==> config.mk <==
export PLATFORM = sky130hd
export DESIGN_NAME = pom_twinfo_arb
export DESIGN_NICKNAME = d
export VERILOG_FILES = /design/src/rtl/pom_twinfo_arb_pkg.sv /design/src/rtl/pom_twinfo_arb.sv
export SDC_FILE = /design/constraint.sdc
export NUM_CORES = 1
export LEC_CHECK = 0
export ABC_CLOCK_PERIOD_IN_PS = 1300
export CAP_MARGIN = 0
export CELL_PAD_IN_SITES_DETAIL_PLACEMENT = 0
export CELL_PAD_IN_SITES_GLOBAL_PLACEMENT = 1
export CORE_AREA = 8 8 287 289
export CTS_BUF_LIST = sky130_fd_sc_hd__clkbuf_4
export DETAILED_ROUTE_END_ITERATION = 10
export DIE_AREA = 0 0 295 297
export PLACE_DENSITY_LB_ADDON = 0.1
export SYNTH_ARGS = -nofsm -noshare
export SYNTH_HDL_FRONTEND = slang
export SYNTH_SLANG_ARGS = --single-unit
==> constraint.sdc <==
create_clock -name clk -period 1.3 [get_ports clk]
set_input_delay 0.195 -clock clk [delete_from_list [all_inputs] [get_ports clk]]
set_output_delay 0.195 -clock clk [all_outputs]
set_load 0.1 [all_outputs]
==> src/rtl/pom_twinfo_arb_pkg.sv <==
// Shared definitions for the task-wait info memory arbiter.
//   TW_INFO_BITS_DEF : default byte-address width of the task-wait info memory
//   TW_INFO_STRIDE   : bytes per entry (one 128-bit word)
//   arb_state_e      : arbiter FSM encoding
//   owner_e          : identity of the last port owner, used for round-robin
package pom_twinfo_arb_pkg;

  localparam int TW_INFO_BITS_DEF = 8;
  localparam int TW_INFO_STRIDE   = 16;

  typedef enum logic [1:0] {
    ST_IDLE  = 2'd0,
    ST_OWN_A = 2'd1,
    ST_OWN_B = 2'd2
  } arb_state_e;

  typedef enum logic {
    OWNER_A = 1'b0,
    OWNER_B = 1'b1
  } owner_e;

endpackage

==> src/rtl/pom_twinfo_arb.sv <==
// Two-master arbiter for the single-port task-wait info memory.
// Master A is the gateway, master B is the taskwait/finish updater. A master
// requests the port with x_req and, once granted, keeps it for as long as
// x_req stays high (locked burst), so read-modify-write and search sequences
// are atomic. Ties in IDLE go round-robin against the last owner.
// Ports:
//   clk, rst                      clock, synchronous active-high reset
//   x_req/x_gnt                   ownership request / registered grant
//   x_en/x_we/x_addr/x_din        access strobe, byte enables, address, data
//   x_rvalid                      read data on rdata is valid for master x
//   x_err                         sticky: master x strobed en without grant
//   rdata                         memory read data, broadcast to both masters
//   tw_info_*                     memory port (1-cycle read latency)
module pom_twinfo_arb
  import pom_twinfo_arb_pkg::*;
#(
  parameter int TW_INFO_BITS = TW_INFO_BITS_DEF,
  parameter int TW_INFO_SIZE = 16
) (
  input  logic                    clk,
  input  logic                    rst,
  // gateway
  input  logic                    a_req,
  output logic                    a_gnt,
  input  logic                    a_en,
  input  logic [15:0]             a_we,
  input  logic [TW_INFO_BITS-1:0] a_addr,
  input  logic [127:0]            a_din,
  output logic                    a_rvalid,
  output logic                    a_err,
  // taskwait/finish updater
  input  logic                    b_req,
  output logic                    b_gnt,
  input  logic                    b_en,
  input  logic [15:0]             b_we,
  input  logic [TW_INFO_BITS-1:0] b_addr,
  input  logic [127:0]            b_din,
  output logic                    b_rvalid,
  output logic                    b_err,
  // shared read data
  output logic [127:0]            rdata,
  // memory port
  output logic                    tw_info_clk,
  output logic                    tw_info_en,
  output logic [15:0]             tw_info_we,
  output logic [31:0]             tw_info_addr,
  output logic [127:0]            tw_info_din,
  input  logic [127:0]            tw_info_dout
);

  // Addresses are not range-checked: anything the master drives goes to the
  // memory. This block only records the configuration where the entry array
  // would not fit in the address space.
  if (TW_INFO_SIZE * TW_INFO_STRIDE > (1 << TW_INFO_BITS)) begin : g_size_exceeds_addr
  end

  arb_state_e state_q, state_d;
  owner_e     last_owner_q, last_owner_d;
  logic       a_rvalid_q, b_rvalid_q;
  logic       a_err_q, b_err_q;
  logic       own_a, own_b;
  logic [TW_INFO_BITS-1:0] addr_sel;

  // Grants are pure state decodes so they never glitch with req.
  assign own_a = (state_q == ST_OWN_A);
  assign own_b = (state_q == ST_OWN_B);

  always_comb begin
    state_d      = state_q;
    last_owner_d = last_owner_q;
    case (state_q)
      ST_IDLE: begin
        if (a_req && b_req)
          state_d = (last_owner_q == OWNER_B) ? ST_OWN_A : ST_OWN_B;
        else if (a_req)
          state_d = ST_OWN_A;
        else if (b_req)
          state_d = ST_OWN_B;
      end
      // Dropping req releases straight to IDLE; the IDLE cycle is the
      // turnaround before the next grant.
      ST_OWN_A: begin
        if (!a_req) begin
          state_d      = ST_IDLE;
          last_owner_d = OWNER_A;
        end
      end
      ST_OWN_B: begin
        if (!b_req) begin
          state_d      = ST_IDLE;
          last_owner_d = OWNER_B;
        end
      end
      default: state_d = ST_IDLE;
    endcase
  end

  // Only the owner reaches the memory; a non-owner's en/we is dropped here.
  always_comb begin
    tw_info_en  = 1'b0;
    tw_info_we  = '0;
    addr_sel    = '0;
    tw_info_din = '0;
    if (own_a) begin
      tw_info_en  = a_en;
      tw_info_we  = a_we;
      addr_sel    = a_addr;
      tw_info_din = a_din;
    end else if (own_b) begin
      tw_info_en  = b_en;
      tw_info_we  = b_we;
      addr_sel    = b_addr;
      tw_info_din = b_din;
    end
  end

  always_ff @(posedge clk) begin
    if (rst) begin
      state_q      <= ST_IDLE;
      last_owner_q <= OWNER_B;   // A wins the first tie
      a_rvalid_q   <= 1'b0;
      b_rvalid_q   <= 1'b0;
      a_err_q      <= 1'b0;
      b_err_q      <= 1'b0;
    end else begin
      state_q      <= state_d;
      last_owner_q <= last_owner_d;
      // Based on the current owner, so a read in the releasing cycle still
      // returns its valid during the turnaround cycle.
      a_rvalid_q   <= own_a && a_en && (a_we == '0);
      b_rvalid_q   <= own_b && b_en && (b_we == '0);
      a_err_q      <= a_err_q | (a_en && !own_a);
      b_err_q      <= b_err_q | (b_en && !own_b);
    end
  end

  assign a_gnt        = own_a;
  assign b_gnt        = own_b;
  assign a_rvalid     = a_rvalid_q;
  assign b_rvalid     = b_rvalid_q;
  assign a_err        = a_err_q;
  assign b_err        = b_err_q;
  assign rdata        = tw_info_dout;
  assign tw_info_clk  = clk;
  assign tw_info_addr = 32'(addr_sel);

endmodule

==> flow_metrics.tcl, run 1 <==
set metrics [dict create \
    syn-cell-area_um2 2980 \
    rsz0062_at_grt "true" \
    p_int_mw 3.44 \
    hold_violations 0 \
    place_congestion 0.737 \
    synthAdderAreaFrac_pct 0 \
    clock_latency_ps 360 \
    period_share_pct 144 \
    final_common_cell "clkdlybuf4s50_1" \
    first_global_vias 5372 \
    grt_pass1_wl_um 44200 \
    ys_async_sr_fraction_pct 0 \
    drive_above_1_share_pct 52.3 \
    crit_type "reg -> out" \
    syn_avg_cell_area_um2 7.93 \
    wl_um 34300 \
    status "finished with violations" \
    p_sw_mw 4.47 \
    first_pass_iters 3 \
    crit_path_max_incr_delay_ps 320 \
    maxSlewViolCount 0 \
    startpoint_type "flop" \
    cp_slowest_cell "dfxtp_2" \
    ys_ff_latch 7 \
    yosys.area.top_type_share_pct 44.9 \
    synthDistinctLibCells 17 \
    dieArea_um2 87600 \
    vias 4572 \
    cp-end-kind "output port" \
    crit_top_cell "buf_16" \
    synthToLayoutAreaGrowth_pct 276 \
    skew_ps 3.48 \
    power_density_nw_per_um2 705 \
    synth-compound-area-share_pct 46.0 \
    crit_chain "nand2b_4 -> inv_8 -> buf_16 -> buf_16 -> a22o_4 -> buf_12" \
    postLayoutCoreUtil_pct 14.4 \
    ant_nets 0 \
    grt_usage_pct 7.00 \
    synth_ff_type "dfxtp_1" \
    yosys.area_share.simple_pct 4.78 \
    vias_per_cell 2.53 \
    p_leak_nw 4.36 \
    synth_top_family_by_area "compound AO/OA/AOI/OAI gates" \
    synth_top_area_cell "a22o_1" \
    layout_common_cells "clkdlybuf4s50_1, buf_12, a22o_4" \
    critical_path_required_ps 1110 \
    tns_ps -84790 \
    ir_drop_v 0.000450 \
    yosys_warnings 0 \
    setup_ws_ps -576 \
    syn_inst 376 \
    synth_area_leaders "a22o_1, buf_4, buf_2" \
    worstHoldPathType "in -> out" \
    rows 103 \
    die_x_um 295 \
    clkPwrFrac_pct 8.9 \
    nNetsFinal 1193 \
    synthMuxAreaShare_pct 0 \
    antenna_found_initial 5 \
    critPathArrivalTime_ps 1680 \
    clkTransAtPathRegs_ps 60 \
    max_cap_violations 0 \
    path_delay_family "buffers and inverters" \
    ys_seq_area_share_pct 4.70 \
    fmax_mhz 533 \
    n_antenna_cell 0 \
    critPathBufInv 4 \
    synth_edf_count 0 \
    drt_iter0_drc 94 \
    place_hpwl_um 30200 \
    violations "setup timing" \
    io_pins 750 \
    tritoncts "built" \
    synth_xor_area_share_pct 0 \
    grt-ovfl-total 0 \
    pwr-share-seq_pct 3.0 \
    finalSetupViolCount 155 \
    grt_max_degree 26 \
    io_buffers 469 \
    worstPathMaxFanout 8 \
    drc 0 \
    die_h_um 297 \
    power.total_mw 7.91 \
    pwr-share-comb_pct 88.1 \
    fin_crit_ps 1880 \
    swShare_pct 56.5 \
    initial_core_util_pct 3.83 \
    fp.coreArea_um2 78000 \
    wl_per_cell_um 19.0 \
    hold_buffers 0 \
]
## metal layers
metal	global-route usage, %	part of all wire (%)
met2	12.3	48
met3	5.16	17
met5	0	0.079
met1	6.75	34
met4	0.771	0.77
## area by class of cell
cell class / count / area (um^2)
clock buffer: 8 / 63.8
fill: 8741 / 66800
inverter: 3 / 35.0
multi-input combinational: 204 / 2520
sequential: 7 / 143
tap: 1050 / 1310
timing repair buffer: 532 / 7140
## repair_timing
| action | 4_1_cts | 5_1_grt |
|---|---|---|
| setup endpoints to repair | 158 | 157 |
| resized for setup | 36 | 19 |
| pin swaps | 6 | 0 |
| gates cloned | 3 | 4 |
| setup buffers | 1 | 1 |
## per-stage QoR
step | hold WS (ps) | std cells | cell area [um^2] | setup slack [ps]
3_3_place_gp | 391 | 1789 | 10800 | -654
2_1_floorplan | 266 | 399 | 3980 | -275
4_1_cts | 391 | 1799 | 11000 | -624
3_5_place_dp | 391 | 1789 | 10800 | -652
5_1_grt | 390 | 1804 | 11200 | -652
6_report | 390 | 1804 | 11200 | -576
## cell usage after synthesis, types with 2 or more instances
library cell / instances
buf_4: 155
a21oi_1: 3
dfxtp_1: 7
or4_1: 2
nor4b_1: 3
buf_2: 30
and4_1: 2
nand2b_1: 3
inv_2: 2
nor4_1: 6
nor2_1: 5
a22o_1: 153
## final timing paths
check                                 start  cells after the start  slack, ps                      end
setup / recovery    state_q[0]$_SDFFE_PP0P_                      6       -580          tw_info_addr[5]
hold / removal             tw_info_dout[63]                      0        390                rdata[63]
setup reg to reg    state_q[0]$_SDFFE_PP0P_                      6         30      a_rvalid$_SDFF_PP0_
hold reg to reg   last_owner_q$_SDFFE_PP1P_                      1        500  state_q[1]$_SDFFE_PP0P_
## worst register-to-register path, stage by stage, from the launching register on
cell      delay (ps)
dfxtp_2          320
buf_4            120
nand2b_4         100
buf_4            150
buf_4            130
nor4_1           200
and4_1           210
## cells by family (layout without fill, tap and decap cells)
group | after synthesis | count (layout)
flops | 7 | 7
compound gates | 158 | 158
other cells | 1 | 24
simple gates | 22 | 22
buf+inv | 188 | 543
## power groups by stage
stage	clock network, mW	registers (mW)	logic (mW)
2_1_floorplan	0.290	0.280	5.64
3_3_place_gp	0.302	0.244	6.94
3_5_place_dp	0.302	0.244	6.90
4_1_cts	0.712	0.239	7.00
5_1_grt	0.765	0.240	7.20
6_report	0.703	0.239	6.97
## sequential cells by signal, indices dropped and copies added, names as in the netlist
register	cells
state_q	2
a_err	1
a_rvalid	1
b_err	1
b_rvalid	1
last_owner_q	1
(Power assumes the default switching activity.)
==> run 2, diff against run 1 <==
--- a/config.mk
+++ b/config.mk
@@ -9,10 +9,10 @@
 export CAP_MARGIN = 0
 export CELL_PAD_IN_SITES_DETAIL_PLACEMENT = 0
 export CELL_PAD_IN_SITES_GLOBAL_PLACEMENT = 1
-export CORE_AREA = 8 8 287 289
+export CORE_AREA = 2 2 289 291
 export CTS_BUF_LIST = sky130_fd_sc_hd__clkbuf_4
 export DETAILED_ROUTE_END_ITERATION = 10
-export DIE_AREA = 0 0 295 297
+export DIE_AREA = 0 0 291 293
 export PLACE_DENSITY_LB_ADDON = 0.1
 export SYNTH_ARGS = -nofsm -noshare
 export SYNTH_HDL_FRONTEND = slang
==> flow_metrics.tcl, run 2 (synthesis results as in run 1) <==
set metrics [dict create \
    worstHoldPathType "in -> out" \
    crit_type "reg -> out" \
    wl_um 32300 \
    regMostFlops "state_q" \
    die_x_um 291 \
    io_pins 750 \
    final_common_cell "clkdlybuf4s50_1" \
    hold_violations 0 \
    maxSlewViolCount 0 \
    dieArea_um2 85300 \
    tritoncts "built" \
    p_sw_mw 4.47 \
    critPathArrivalTime_ps 1730 \
    grt_pass1_wl_um 42600 \
    clkPwrFrac_pct 8.6 \
    initial_core_util_pct 3.64 \
    power_density_nw_per_um2 710 \
    vias_per_cell 2.48 \
    pwr-share-seq_pct 3.0 \
    hold_buffers 0 \
    place_congestion 0.649 \
    first_pass_iters 4 \
    violations "setup timing" \
    startpoint_type "flop" \
    dp.cells 1792 \
    power.total_mw 7.87 \
    fp.coreArea_um2 81800 \
    ir_drop_v 0.000496 \
    grt-ovfl-total 0 \
    layout_common_cells "clkdlybuf4s50_1, buf_12, a22o_4" \
    drc 0 \
    vias 4482 \
    rsz0062_at_grt "true" \
    drt_iter0_drc 90 \
    postLayoutCoreUtil_pct 13.5 \
    wl_per_cell_um 17.8 \
    ant_nets 0 \
    fmax_mhz 520 \
    fin_crit_ps 1920 \
    grt_usage_pct 7.01 \
    p_int_mw 3.40 \
    n_antenna_cell 0 \
    first_global_vias 5128 \
    p_leak_nw 4.27 \
    clkTransAtPathRegs_ps 60 \
    antenna_found_initial 2 \
    io_buffers 469 \
    place_hpwl_um 27700 \
    period_share_pct 148 \
    nNetsFinal 1178 \
    final_cell_count_no_fill 1809 \
    setup_ws_ps -623 \
    pwr-share-comb_pct 88.3 \
    grt_max_degree 41 \
    finalSetupViolCount 155 \
    critical_path_required_ps 1110 \
    skew_ps 8.57 \
    status "finished with violations" \
    rows 105 \
    drive_above_1_share_pct 50.9 \
    max_cap_violations 0 \
    clock_latency_ps 360 \
    swShare_pct 56.7 \
    largest_reg_flops 2 \
    cp-end-kind "output port" \
    die_h_um 293 \
    worstPathMaxFanout 8 \
    synthToLayoutAreaGrowth_pct 272 \
]
==> run 2: critical path, cell delays in order, from the launching register on <==
cell and delay [ps]:
dfxtp_2 320, buf_4 130, nand2b_4 90, inv_8 60, buf_12 150, buf_16 160
a22o_4 250, buf_12 170
==> run 2: area by class of cell <==
cell class	count	area [um^2]
Inverter	3	35.0
Sequential cell	7	143
Timing Repair Buffer	517	6960
Clock buffer	8	63.8
Multi-Input combinational cell	204	2540
Fill cell	9202	70800
Tap cell	1070	1340
==> run 2: layer usage <==
| metal | track usage [%] | share of wire, % |
|---|---|---|
| met1 | 6.96 | 34 |
| met3 | 4.89 | 16 |
| met5 | 0 | 0.022 |
| met2 | 12.0 | 49 |
| met4 | 1.47 | 1.9 |
==> run 2: repair_timing <==
| item | 4_1_cts | 5_1_grt |
|---|---|---|
| endpoints found under the setup margin | 157 | 158 |
| gates resized for setup | 28 | 10 |
| setup buffers | 1 | 3 |
| cloned | 3 | 3 |
| pin swaps | 4 | 2 |
==> run 2: final timing paths <==
check | from | end | slack [ps] | cells after the start
max reg2reg | state_q[0]$_SDFFE_PP0P_ | b_rvalid$_SDFF_PP0_ | 50 | 5
max | state_q[0]$_SDFFE_PP0P_ | tw_info_din[18] | -620 | 7
min | tw_info_dout[7] | rdata[7] | 390 | 0
min reg2reg | last_owner_q$_SDFFE_PP1P_ | state_q[1]$_SDFFE_PP0P_ | 510 | 1
==> run 2: power by group through the flow <==
stage               logic, mW  clock network (mW)  registers (mW)
detailed placement       6.88               0.302           0.245
CTS                      6.99               0.672           0.240
floorplan                5.64               0.290           0.280
finish                   6.95               0.680           0.240
global placement         6.90               0.302           0.244
global route             7.18               0.728           0.241
==> run 2: through the flow <==
stage	hold slack, ps	instance area, um^2	setup slack [ps]	setup TNS [ps]
4_1_cts	391	11000	-655	-91410
3_3_place_gp	391	10700	-614	-35450
6_report	390	11100	-623	-84820
3_5_place_dp	391	10700	-564	-38620
5_1_grt	390	11100	-680	-96520
2_1_floorplan	266	3980	-275	-22120
